<file path="config.mk">
export PLATFORM = sky130hd
export DESIGN_NAME = fifo_status
export DESIGN_NICKNAME = d
export VERILOG_FILES = /design/src/rtl/fifo_status.sv
export SDC_FILE = /design/constraint.sdc
export NUM_CORES = 1
export LEC_CHECK = 0
export BUFFER_PORTS_ARGS = -buffer_cell sky130_fd_sc_hd__buf_2
export CORE_MARGIN = 2
export CORE_UTILIZATION = 50
export CTS_CLUSTER_SIZE = 25
export DETAILED_ROUTE_END_ITERATION = 8
export PLACE_DENSITY = 0.73
export SLEW_MARGIN = 0
export SYNTH_ARGS = -nofsm -noshare
export SYNTH_HDL_FRONTEND = slang
export SYNTH_SLANG_ARGS = --single-unit
</file>
<file path="constraint.sdc">
create_clock -name clk -period 2.1 [get_ports clk]
set_input_delay 0.105 -clock clk [delete_from_list [all_inputs] [get_ports clk]]
set_output_delay 0.105 -clock clk [all_outputs]
set_load 0.005 [all_outputs]
</file>
<file path="src/rtl/fifo_status.sv">
// Level counter and flag generator for the systolic-array FIFOs.
// All outputs are registered and derived from the next level.
module fifo_status #(
  parameter int PTR_LENGTH = 5,
  parameter int AF_THRESH  = 28,
  parameter int AE_THRESH  = 4
) (
  input  logic                  clk,
  input  logic                  reset_n,
  input  logic                  write,
  input  logic                  read,
  input  logic                  clr_err,
  output logic                  fifo_empty,
  output logic                  fifo_full,
  output logic                  almost_empty,
  output logic                  almost_full,
  output logic [PTR_LENGTH:0]   level,
  output logic                  overflow,
  output logic                  underflow
);

  localparam int LW = PTR_LENGTH + 1;
  localparam int DEPTH = 2 ** PTR_LENGTH;
  localparam logic [PTR_LENGTH:0] DEPTH_L = LW'(DEPTH);
  localparam logic [PTR_LENGTH:0] AF_L    = LW'(AF_THRESH);
  localparam logic [PTR_LENGTH:0] AE_L    = LW'(AE_THRESH);

  logic [PTR_LENGTH:0] level_q, level_d;
  logic                empty_q, empty_d;
  logic                full_q, full_d;
  logic                aempty_q, aempty_d;
  logic                afull_q, afull_d;
  logic                ovf_q, ovf_d;
  logic                unf_q, unf_d;
  logic                acc_wr, acc_rd;

  // Accept terms use the registered flags so they match the pointer blocks.
  always_comb begin
    acc_wr  = write & ~full_q;
    acc_rd  = read & ~empty_q;
    level_d = level_q;
    if (acc_wr && !acc_rd)
      level_d = level_q + 1'b1;
    else if (acc_rd && !acc_wr)
      level_d = level_q - 1'b1;
    empty_d  = (level_d == '0);
    full_d   = (level_d == DEPTH_L);
    aempty_d = (level_d <= AE_L);
    afull_d  = (level_d >= AF_L);
    // A new error in the same cycle as clr_err keeps the flag set.
    ovf_d = (ovf_q & ~clr_err) | (write & full_q);
    unf_d = (unf_q & ~clr_err) | (read & empty_q);
  end

  always_ff @(posedge clk) begin
    if (!reset_n) begin
      level_q  <= '0;
      empty_q  <= 1'b1;
      full_q   <= 1'b0;
      aempty_q <= 1'b1;
      afull_q  <= (AF_THRESH == 0);
      ovf_q    <= 1'b0;
      unf_q    <= 1'b0;
    end else begin
      level_q  <= level_d;
      empty_q  <= empty_d;
      full_q   <= full_d;
      aempty_q <= aempty_d;
      afull_q  <= afull_d;
      ovf_q    <= ovf_d;
      unf_q    <= unf_d;
    end
  end

  assign level        = level_q;
  assign fifo_empty   = empty_q;
  assign fifo_full    = full_q;
  assign almost_empty = aempty_q;
  assign almost_full  = afull_q;
  assign overflow     = ovf_q;
  assign underflow    = unf_q;

endmodule

</file>
# == Word-level counts from Yosys, hierarchy flattened ==
# Index checks and enable logic that the tools add are counted.
# classes
n_addsub,2
magnitude_cmp,2
eq_ne,1
muxes,2
n_bitwise,11
reduce_logical,5
# op_table
cell,n
2-to-1 mux 6 bit,2
adder 6 x 1 -> 6 bit (second input constant),1
AND 1 bit,6
equality test 6 bit (second input constant),1
>= comparator 6 x 5 -> 1 bit (second input constant),1
less-or-equal comparator 6 x 3 -> 1 bit (second input constant),1
logical NOT 6 bit,1
subtractor 6 x 1 -> 6 bit (second input constant),1
inverter 1 bit,3
logical AND 1 bit,2
logical NOT 1 bit,2
bitwise OR 1 bit,2
# word_totals
ff_bits,12
in_bits,5
output_inout_bits,12
wordCells,30

# == Depth between registers and ports, before layout ==
# Gate-level depths: netlist of run 1.
# logic_depth
word_depth,7
ltp_mapped,6
depth_no_buf,6

# == Worst setup path after synthesis of run 1 ==
# OpenSTA, ideal clock, no wires.
# synth_path
path_type,reg-to-reg
startpoint,register level_q[0] (netlist: level[0])
endpoint,register aempty_q (netlist: almost_empty)
setup_ps,86
t_arrival_ps,1520
required_ps,2014
path_slack_ps,495
stages_incl_launch_ff,7
n_path_buf,0
period_less_slack_ps,1605
path_cell_list,dfxtp_1 -> inv_1 -> ha_1 -> and4_4 -> or3_4 -> o2bb2ai_2 -> a211oi_1
# synth_via
elab_chain_len,4
word_cells_on_any_way,5
classes_between,2 x add/sub; 1 x order compare; 2 x mux
# synth_lines
item,line,rtl
from (decl),28,"logic [PTR_LENGTH:0] level_q, level_d;"
from (signal assigned),65,level_q <= level_d;
subtractor 6 x 1 -> 6 bit,45,level_d = level_q - 1'b1;
2-to-1 mux 6 bit,44,else if (acc_rd && !acc_wr)
2-to-1 mux 6 bit (*),42,if (acc_wr && !acc_rd)
less-or-equal comparator 6 x 3 -> 1 bit (*),48,aempty_d = (level_d <= AE_L);
to (signal assigned),68,aempty_q <= aempty_d;
to (decl),31,"logic aempty_q, aempty_d;"
# Every way passes the cells marked *; elsewhere a longest branch is shown, timed or not.
# A chain may end at the register's enable or synchronous reset.

# == Worst setup path in the final report of run 1 ==
# Ends and elaborated chain as after synthesis.

==> out/qor.txt, run 1 <==
Hold path cells: 2
Seq cells post-synth: 12
Number of enable flip-flop cells after synthesis: 0
Postcts setup bufs: 0
Gr usage total: 18.88%
Hold endpoint: fifo_empty
Max VDD drop: 0.0005315 V
Fin. Hold Viols: 0
Lkg Pwr: 0.0003445 µW
First-pass GRT wire length: 2497 µm
Worst Hold Class: in -> reg
Post-DP HPWL: 1080 µm
Mux share of post-synthesis cell area: 0%
Critical path capture point type: flip-flop
CTS Buf Count: 3
Mean post-synth cell area: 9.175 µm²
Dominant synthesized flop cell: dfxtp_1
WL/cell: 13.29 µm
R2r setup slk: 310 ps
Req. time, crit path: 2300 ps
Smallest hold slack: 37.07 ps
Placed cells: 107
H-tree levels: 1
Status: finished, final reports clean
CP Launch Point: level[0]
Die footprint: 1750 µm²
Ratio of cells with drive above 1 in the final layout: 28.13%
PD cells: 1125 nW/µm²
Worst skew pair latency: 280 ps
Initial Util: 54.32%
Total power: 931.7 µW
Vias per std cell: 5.883
Mapped Nets: 85
Io pins: 17
Final period util: 85.02%
Synth-to-Final Area Change: 15.73%
WS Path Type: reg -> reg
Post-synthesis instance total: 78
CP max FO: 9
Total Neg Setup Slack: 0 ps
Largest family of logic cells by synthesized area: simple AND/OR/NAND/NOR gates
Slew Limit Fails: 0
Fin nets: 104
Post-CTS Hold Buffers: 0
Fraction of registers with async set/reset: 0%
Clock sinks: 12
Max_cap viols: 0
Routed WL: 1475 µm
# resized after CTS: 0
Largest net degree at the start of global routing: 10
CP Launch Type: flip-flop
Die height: 41.84 µm
Unique cell type count in the Yosys netlist: 34
Fin cells: 111
Setup ws final: 314.5 ps
CP Data Arrival Time: 1980 ps
GP Congestion: 0.8307
Worst path slowest cell: dfxtp_1
Synth Area in XOR/XNOR: 1.224%
Sequential area share after synthesis: 33.57%
Setup-failing EPs final: 0
Final worst path period need: 1786 ps
Clock buffer depth: 2
Most frequent cells in the layout: buf_2, dfxtp_1, nor2_1
N_diodes: 0
Clk slew on worst S/H paths: 80 ps
Vias in the first global route: 576
Reg2reg start: level[0]
Max Clock Freq: 0.5601 GHz
CTS tree: built
FF-to-FF path depth: 6
Drc violations: 0
Adder-cell share of the synthesized area: 3.497%
Row cnt: 13
Post-Synthesis Cell Area: 715.7 µm²
Clock root cell: clkbuf_4
Crit Reg-Reg Endpoint: almost_empty
CP Cell Sequence: inv_1 > ha_1 > and4_4 > or3_4 > o2bb2ai_2 > a211oi_1
Worst Clk Skew: 0.5291 ps
Initial antenna violation count: 0
Synth warnings: 0
Length of the first detailed-routing pass in iterations: 4
Most common cell after layout, fill and taps aside: buf_2
Core area: 1318 µm²
Vias: 653
IO buf count: 16
Dpl ws: 358.8 ps
Initial DRC count: 18
RSZ-0062 raised after global routing: false
Tightest Pin Transition: 423.0 ps
Worst slew margin: 71.80%
CP max stage delay: 480 ps
Simple-gate portion of the synthesized area: 37.06%
Chip width: 41.84 µm
Hold_sp: reset_n
GR Overflow Total: 0
DRT antenna net count: 0
Compound-Gate Fraction of Synth Area: 18.88%
## Yosys cell counts, drive strengths merged, types with 2 or more instances
| library cell | instances | area (µm²) |
|---|---|---|
| nand2b | 3 | 18.77 |
| nand2 | 2 | 7.510 |
| nor4 | 4 | 61.31 |
| ha | 2 | 25.02 |
| inv | 4 | 15.01 |
| a211oi | 5 | 37.54 |
| dfxtp | 12 | 240.2 |
| o21ai | 2 | 10.01 |
| a22oi | 2 | 15.01 |
| and4 | 3 | 28.78 |
| nand3 | 3 | 15.01 |
| buf | 2 | 22.52 |
| and2 | 3 | 18.77 |
| nor2 | 9 | 33.78 |
| nor3 | 6 | 30.03 |
## logic make-up (layout without fill, tap and decap cells)
kind of cell / count (synthesis) / count (layout)
flip-flops: 12 / 12
XOR/XNOR: 1 / 1
AO/OA/AOI/OAI: 17 / 17
adder cells (fa/ha/maj): 2 / 2
AND/OR/NAND/NOR: 39 / 39
buffers and inverters: 7 / 25
## how the worst max path moves through the flow
stage	endpoint	slack (ps)	depth (start not counted)
final	almost_empty	310	6
after global routing	fifo_full	170	6
after CTS	almost_empty	320	6
after detailed placement	almost_empty	360	6
after global placement	almost_empty	380	6
after floorplan	almost_empty	490	6
## layout make-up
class,count,area (µm²)
Fill cell,120,489.2
Multi-Input combinational cell,59,434.2
Sequential cell,12,240.2
Timing Repair Buffer,16,80.08
Clock buffer,4,36.28
Inverter,5,18.77
Tap cell,15,18.77
## sequential cells by signal, summed over array words and instances, names as in the netlist
register,count
fifo_full,1
almost_empty,1
almost_full,1
underflow,1
overflow,1
level,6
fifo_empty,1
## critical path, delay by kind of cell (launching register included)
family | cells | cell delay [ps]
and+or+nand+nor | 2 | 490
DFF | 1 | 480
AOI/OAI and AO/OA | 2 | 410
adders and majority gates | 1 | 240
buffers and inverters | 1 | 80
## layer usage
metal / global-route usage (%) / up-vias / wire length, µm
li1: - / 326 / -
met1: 22.28 / 310 / 700
met2: 30.94 / 12 / 681
met3: 3.913 / 5 / 55
met4: 11.61 / 0 / 38
met5: 0 / - / 0
## power by group
group / switching [µW] / internal [µW] / leakage, µW / total [µW]
logic: 209 / 180 / 0.000225 / 389
clock network: 88.9 / 106 / 0.0000210 / 195
registers: 66.8 / 282 / 0.0000984 / 348
total: 364 / 567 / 0.000344 / 932
## stage by stage
step | cell area, µm² | util, %
global route | 828.3 | 62.87
global placement | 792.0 | 60.11
finish | 828.3 | 62.87
CTS | 828.3 | 62.87
detailed placement | 792.0 | 60.11
floorplan | 715.7 | -
Power figures use the tool's default switching activity.
==> inputs of run 2 (changes only) <==
- ABC_AREA: not set -> 1
- GPL_TIMING_DRIVEN: not set -> 1
- PLACE_DENSITY: 0.73 -> 0.74
==> run 2 against run 1 <==
Net effect:
- setup slack gained 280 ps
- die area shrank 3.2%
- worst hold slack gained 13 ps
- power shrank 28%
- utilization shrank 0.46 points
- highest routed layer unchanged
==> out/qor.txt, run 2 <==
Fin. Hold Viols: 0 (unchanged)
Synth area leader: dfxtp_1
FF-to-FF path depth: 9 (+3)
Clock root cell: clkbuf_4
Setup-failing EPs final: 0 (unchanged)
Seq cells post-synth: 12 (unchanged)
Worst Clk Skew: 3.527 ps (+2.998 ps)
CP max stage delay: 420 ps (-60 ps)
Drc violations: 0 (unchanged)
# resized after CTS: 0 (unchanged)
Worst Hold Class: in -> reg
Worst path top cell family by delay: simple AND/OR/NAND/NOR gates
Fraction of registers with async set/reset: 0% (unchanged)
DRT antenna net count: 0 (unchanged)
Post-synthesis instance total: 103 (+32%)
Die height: 41.17 µm (-1.6%)
Critical path capture point type: flip-flop
IO buf count: 16 (unchanged)
Ratio of cells with drive above 1 in the final layout: 31.97% (+3.8 points)
H-tree levels: 1 (unchanged)
Post-CTS Hold Buffers: 0 (unchanged)
Gr usage total: 18.92% (+0.040 points)
Length of the first detailed-routing pass in iterations: 4 (unchanged)
N_diodes: 0 (unchanged)
Mean post-synth cell area: 6.705 µm² (-27%)
Mapped Nets: 110 (+29%)
Dpl ws: 621.3 ps (+262.6 ps)
RSZ-0062 raised after global routing: false
Unique cell type count in the Yosys netlist: 15 (-56%)
Most frequent cells in the layout: nand2_1, inv_1, buf_2
PD cells: 823.9 nW/µm² (-27%)
WS Path Type: reg -> reg
Filler cell count: 134 (+12%)
CP Cell Sequence: inv_1 > ha_1 > nand3b_1 > nand2_1 > nor2_4 > nand2_2 > nor2_2 > nand2_1 > nor2_2
Initial Util: 53.08% (-1.2 points)
Post-DP HPWL: 1100 µm (+1.9%)
Routed WL: 1376 µm (-6.7%)
Worst path bufs/invs: 1 (unchanged)
Max VDD drop: 0.0004659 V (-12%)
GR Overflow Total: 0 (unchanged)
Dominant synthesized flop cell: dfxtp_1
Hold path cells: 2 (unchanged)
Reg2reg start: level[0]
Max Clock Freq: 0.6641 GHz (+19%)
CP Data Arrival Time: 1710 ps (-270 ps)
Status: finished, final reports clean
Req. time, crit path: 2310 ps (about the same)
CP Launch Type: flip-flop
Most common cell after layout, fill and taps aside: nand2_1
Largest net degree at the start of global routing: 8 (-2)
Tightest Pin Transition: 217.2 ps (-205.8 ps)
Hold_sp: reset_n
Number of enable flip-flop cells after synthesis: 0 (unchanged)
Max_cap viols: 0 (unchanged)
WL/cell: 10.04 µm (-24%)
CTS Buf Count: 3 (unchanged)
Vias: 654 (+0.15%)
Worst path slowest cell: dfxtp_1
Lkg Pwr: 0.0004525 µW (+31%)
CTS tree: built
Io pins: 17 (unchanged)
Worst slew margin: 85.37% (+14 points)
Final period util: 71.70% (-13 points)
R2r setup slk: 590 ps (+280 ps)
CP max FO: 6 (-3)
Flip-flop count of the largest register after layout: 6 (unchanged)
GP Congestion: 0.6835 (-18%)
Worst skew pair latency: 270 ps (about the same)
Postcts setup bufs: 0 (unchanged)
Sequential area share after synthesis: 34.78% (+1.2 points)
Clk slew on worst S/H paths: 60 ps (-20 ps)
Core area: 1301 µm² (-1.2%)
Vias per std cell: 4.774 (-19%)
Initial DRC count: 19 (+1)
Synth top area share: 34.78% (+1.2 points)
Final worst path period need: 1506 ps (-279.8 ps)
Fin nets: 131 (+26%)
Clock sinks: 12 (unchanged)
Total Neg Setup Slack: 0 ps (unchanged)
Count leader, synth: nand2_1
Crit Reg-Reg Endpoint: fifo_full
Row cnt: 13 (unchanged)
Initial antenna violation count: 0 (unchanged)
Commonest cells post-synth: nand2_1, inv_1, dfxtp_1
Clock buffer depth: 2 (unchanged)
Synth-to-Final Area Change: 17.57%
Hold endpoint: almost_empty
First-pass GRT wire length: 2063 µm (-17%)
Chip width: 41.17 µm (-1.6%)
Synth top area cells: dfxtp_1, nand2_1, nand2_2
Synth warnings: 0 (unchanged)
Die footprint: 1695 µm² (-3.2%)
Vias in the first global route: 533 (-7.5%)
Slew Limit Fails: 0 (unchanged)
Setup ws final: 594.2 ps (+279.8 ps)
Post-Synthesis Cell Area: 690.7 µm² (-3.5%)
==> run 2: worst max-delay path by stage <==
stage | from | endpoint | slack [ps] | cells after the start
after global placement | level[0] | fifo_full | 670 | 9
final | level[0] | fifo_full | 590 | 9
after detailed placement | level[0] | fifo_full | 620 | 9
after global routing | level[0] | almost_empty | 480 | 9
after CTS | level[0] | fifo_full | 600 | 9
after floorplan | level[0] | fifo_full | 730 | 9
==> run 2: worst register-to-register path: stages (launching register included) <==
cell and delay, ps:
dfxtp_1 420, inv_1 90, ha_1 300, nand3b_1 110, nand2_1 80, nor2_4 120
nand2_2 60, nor2_2 120, nand2_1 70, nor2_2 70
==> run 2: layer usage <==
metal | global-route usage, % | share of wire, %
met5 | 0 | 0
met4 | 12.10 | 2.0
met3 | 3.261 | 3.1
met2 | 30.86 | 44
met1 | 22.62 | 51
==> run 2: cell type report <==
cell class | instances | area (µm²) | area share, %
flip-flops and latches | 12 | 240.2 | 29.58
inverters | 17 | 63.81 | 7.858
multi-input cells | 74 | 386.6 | 47.61
clock buffers | 3 | 22.52 | 2.773
repair buffers | 16 | 80.08 | 9.861
well taps | 15 | 18.77 | 2.311
==> run 2: where the power goes <==
| part | internal [µW] | switching, µW | total [µW] |
|---|---|---|---|
| logic | 99.3 | 147 | 246 |
| clock network | 66.3 | 66.1 | 132 |
| registers | 260 | 29.9 | 290 |
==> run 2: kinds of logic after synthesis <==
kind of cell	share of synthesized area [%]
flip-flops	34.78
AO/OA/AOI/OAI	3.621
adder cells (fa/ha/maj)	3.623
buffers and inverters	9.239
AND/OR/NAND/NOR	48.73
==> run 2: per-stage QoR <==
step / power [µW] / cells / instance area (µm²) / utilization [%] / hold WS, ps
3_3_place_gp: 534.9 / 134 / 789.5 / 60.67 / 318.1
4_1_cts: 675.5 / 137 / 812.0 / 62.40 / 41.29
2_1_floorplan: 470.6 / 103 / 690.7 / - / 173.8
5_1_grt: 718.4 / 137 / 812.0 / 62.40 / 63.57
3_5_place_dp: 539.5 / 134 / 789.5 / 60.67 / 322.0
6_report: 669.0 / 137 / 812.0 / 62.40 / 50.06
==> inputs of run 3 (changes only) <==
- clock period: 2.1 -> 1.4 ns (I/O delays scaled with it)
==> run 3 against run 2 <==
Net effect:
- critical path type unchanged
- count of clock-buffer cells in the layout is 1 higher
- critical endpoint is now almost_empty
- first-iteration DRC count decreased by 16%
- largest power group is now combinational cells
- sequential power is 51% higher
- setup slack got worse by 540 ps
- sequential share of layout area fell by 3.1 points
- register-to-register slack got worse by 540 ps
- sequential cell count did not move
==> out/qor.txt, run 3 (synthesis gave the netlist of run 2 again) <==
DRT antenna net count: 0 (unchanged)
Vias per std cell: 4.900 (+2.6%)
First-pass GRT wire length: 2021 µm (-2.0%)
Synth-to-Final Area Change: 34.96%
Placed cells: 136 (+1.5%)
Length of the first detailed-routing pass in iterations: 4 (unchanged)
Most frequent CP cell: nand2_1
Worst path slowest cell: dfxtp_2
CP max stage delay: 340 ps (-80 ps)
Io pins: 17 (unchanged)
CTS tree: built
Die height: 41.17 µm (unchanged)
Max Clock Freq: 0.7426 GHz (+12%)
Total Neg Setup Slack: 0 ps (unchanged)
PD cells: 1261 nW/µm² (+53%)
Clk slew on worst S/H paths: 70 ps (about the same)
Fin cells: 140 (+2.2%)
Dpl ws: 43.72 ps (-577.6 ps)
Worst path top cell family by delay: simple AND/OR/NAND/NOR gates
Tightest Pin Transition: 242.4 ps (+25.15 ps)
Initial antenna violation count: 0 (unchanged)
Initial Util: 53.08% (unchanged)
Area after DPL: 804.5 µm² (+1.9%)
Flip-flop count of the largest register after layout: 6 (unchanged)
Worst skew pair latency: 260 ps (about the same)
Vias: 686 (+4.9%)
Worst Clk Skew: 3.361 ps (-0.1668 ps)
Ratio of cells with drive above 1 in the final layout: 48.00% (+16 points)
Global-route met1 utilization: 23.20% (+0.58 points)
Setup ws final: 53.36 ps (-540.9 ps)
Lkg Pwr: 0.0004855 µW (+7.3%)
Status: finished, final reports clean
Worst Hold Class: in -> reg
Post-CTS Hold Buffers: 0 (unchanged)
Drc violations: 0 (unchanged)
N_diodes: 0 (unchanged)
Critical path capture point type: flip-flop
RSZ-0062 raised after global routing: true
Clock sinks: 12 (unchanged)
H-tree levels: 1 (unchanged)
Initial DRC count: 16 (-3)
Slew Limit Fails: 0 (unchanged)
Most frequent cells in the layout: nand2_1, buf_2, inv_1
Die footprint: 1695 µm² (unchanged)
Most used routing layer: met2
Chip width: 41.17 µm (unchanged)
Setup-failing EPs final: 0 (unchanged)
GP Congestion: 0.6839 (about the same)
CP Launch Type: flip-flop
Largest net degree at the start of global routing: 8 (unchanged)
Final period util: 96.19% (+24 points)
Clock buffer depth: 2 (unchanged)
Vias in the first global route: 525 (-1.5%)
Max_cap viols: 0 (unchanged)
Post-DP HPWL: 1135 µm (+3.2%)
Fin. Hold Viols: 0 (unchanged)
Fin nets: 133 (+1.5%)
WL/cell: 10.99 µm (+9.4%)
Row cnt: 13 (unchanged)
CTS Buf Count: 3 (unchanged)
Most common cell after layout, fill and taps aside: nand2_1
Gr usage total: 18.57% (-0.36 points)
Routed WL: 1539 µm (+12%)
Worst path bufs/invs: 1 (unchanged)
Met3 usage: 1.630% (-1.6 points)
IO buf count: 16 (unchanged)
Worst slew margin: 83.82% (-1.5 points)
Grt met2 use: 31.25% (+0.39 points)
CP max FO: 3 (-3)
WS Path Type: reg -> reg
Final instance area: 932.1 µm² (+15%)
Final worst path period need: 1347 ps (-159.1 ps)
Clock root cell: clkbuf_4
CP Data Arrival Time: 1560 ps (-150 ps)
Max VDD drop: 0.0008968 V (+93%)
CP Cell Sequence: inv_2 > ha_4 > nand3b_1 > nand2_2 > nor2_4 > nand2_4 > a21oi_2 > nand2_1 > nand2_1
GR Overflow Total: 0 (unchanged)
Req. time, crit path: 1610 ps (-700 ps)
Core area: 1301 µm² (unchanged)
==> run 3: changes by cell type in the layout (fill, tap and decap cells not counted), sizes merged <==
cell,before,now
buf,16,18
clkbuf,3,4
==> run 3: final timing paths <==
check        depth (start not counted)  slack, ps      endpoint      from
max                                  9         50  almost_empty  level[1]
min                                  2         10  almost_empty   reset_n
max reg2reg                          9         50  almost_empty  level[1]
min reg2reg                          2        460      overflow  overflow
==> run 3: power by group <==
group	switching (µW)	total, µW	leakage, µW	internal (µW)
clock network	106	264	0.0000210	158
logic	284	474	0.000364	190
registers	42.9	438	0.000100	395
==> run 3: metrics by stage <==
step,hold WS [ps],total power [µW],utilization [%]
final,12.10,1176,71.63
after global routing,10.57,1258,71.63
after CTS,10.38,1091,64.62
after detailed placement,290.7,827.6,61.83
after global placement,283.3,817.0,61.83
after floorplan,138.8,705.8,-
==> run 3: metal layers <==
| layer | wire, µm | vias up |
|---|---|---|
| li1 | - | 360 |
| met1 | 730 | 310 |
| met2 | 747 | 11 |
| met3 | 40 | 5 |
| met4 | 21 | 0 |
| met5 | 0 | - |
==> run 3: final cells by class <==
class                      count  area, µm²
clock buffer                   4      36.28
fill                         113      369.1
inverter                      17      63.81
multi-input combinational     74      467.9
sequential                    12      246.5
tap                           15      18.77
timing repair buffer          18      98.84
==> run 3: repair_timing <==
action / 4_1_cts / 5_1_grt
setup buffers: 0 / 0
gates resized for setup: 0 / 26
endpoints found under the setup margin: 0 / 5
hold endpoints to repair: 0 / 0
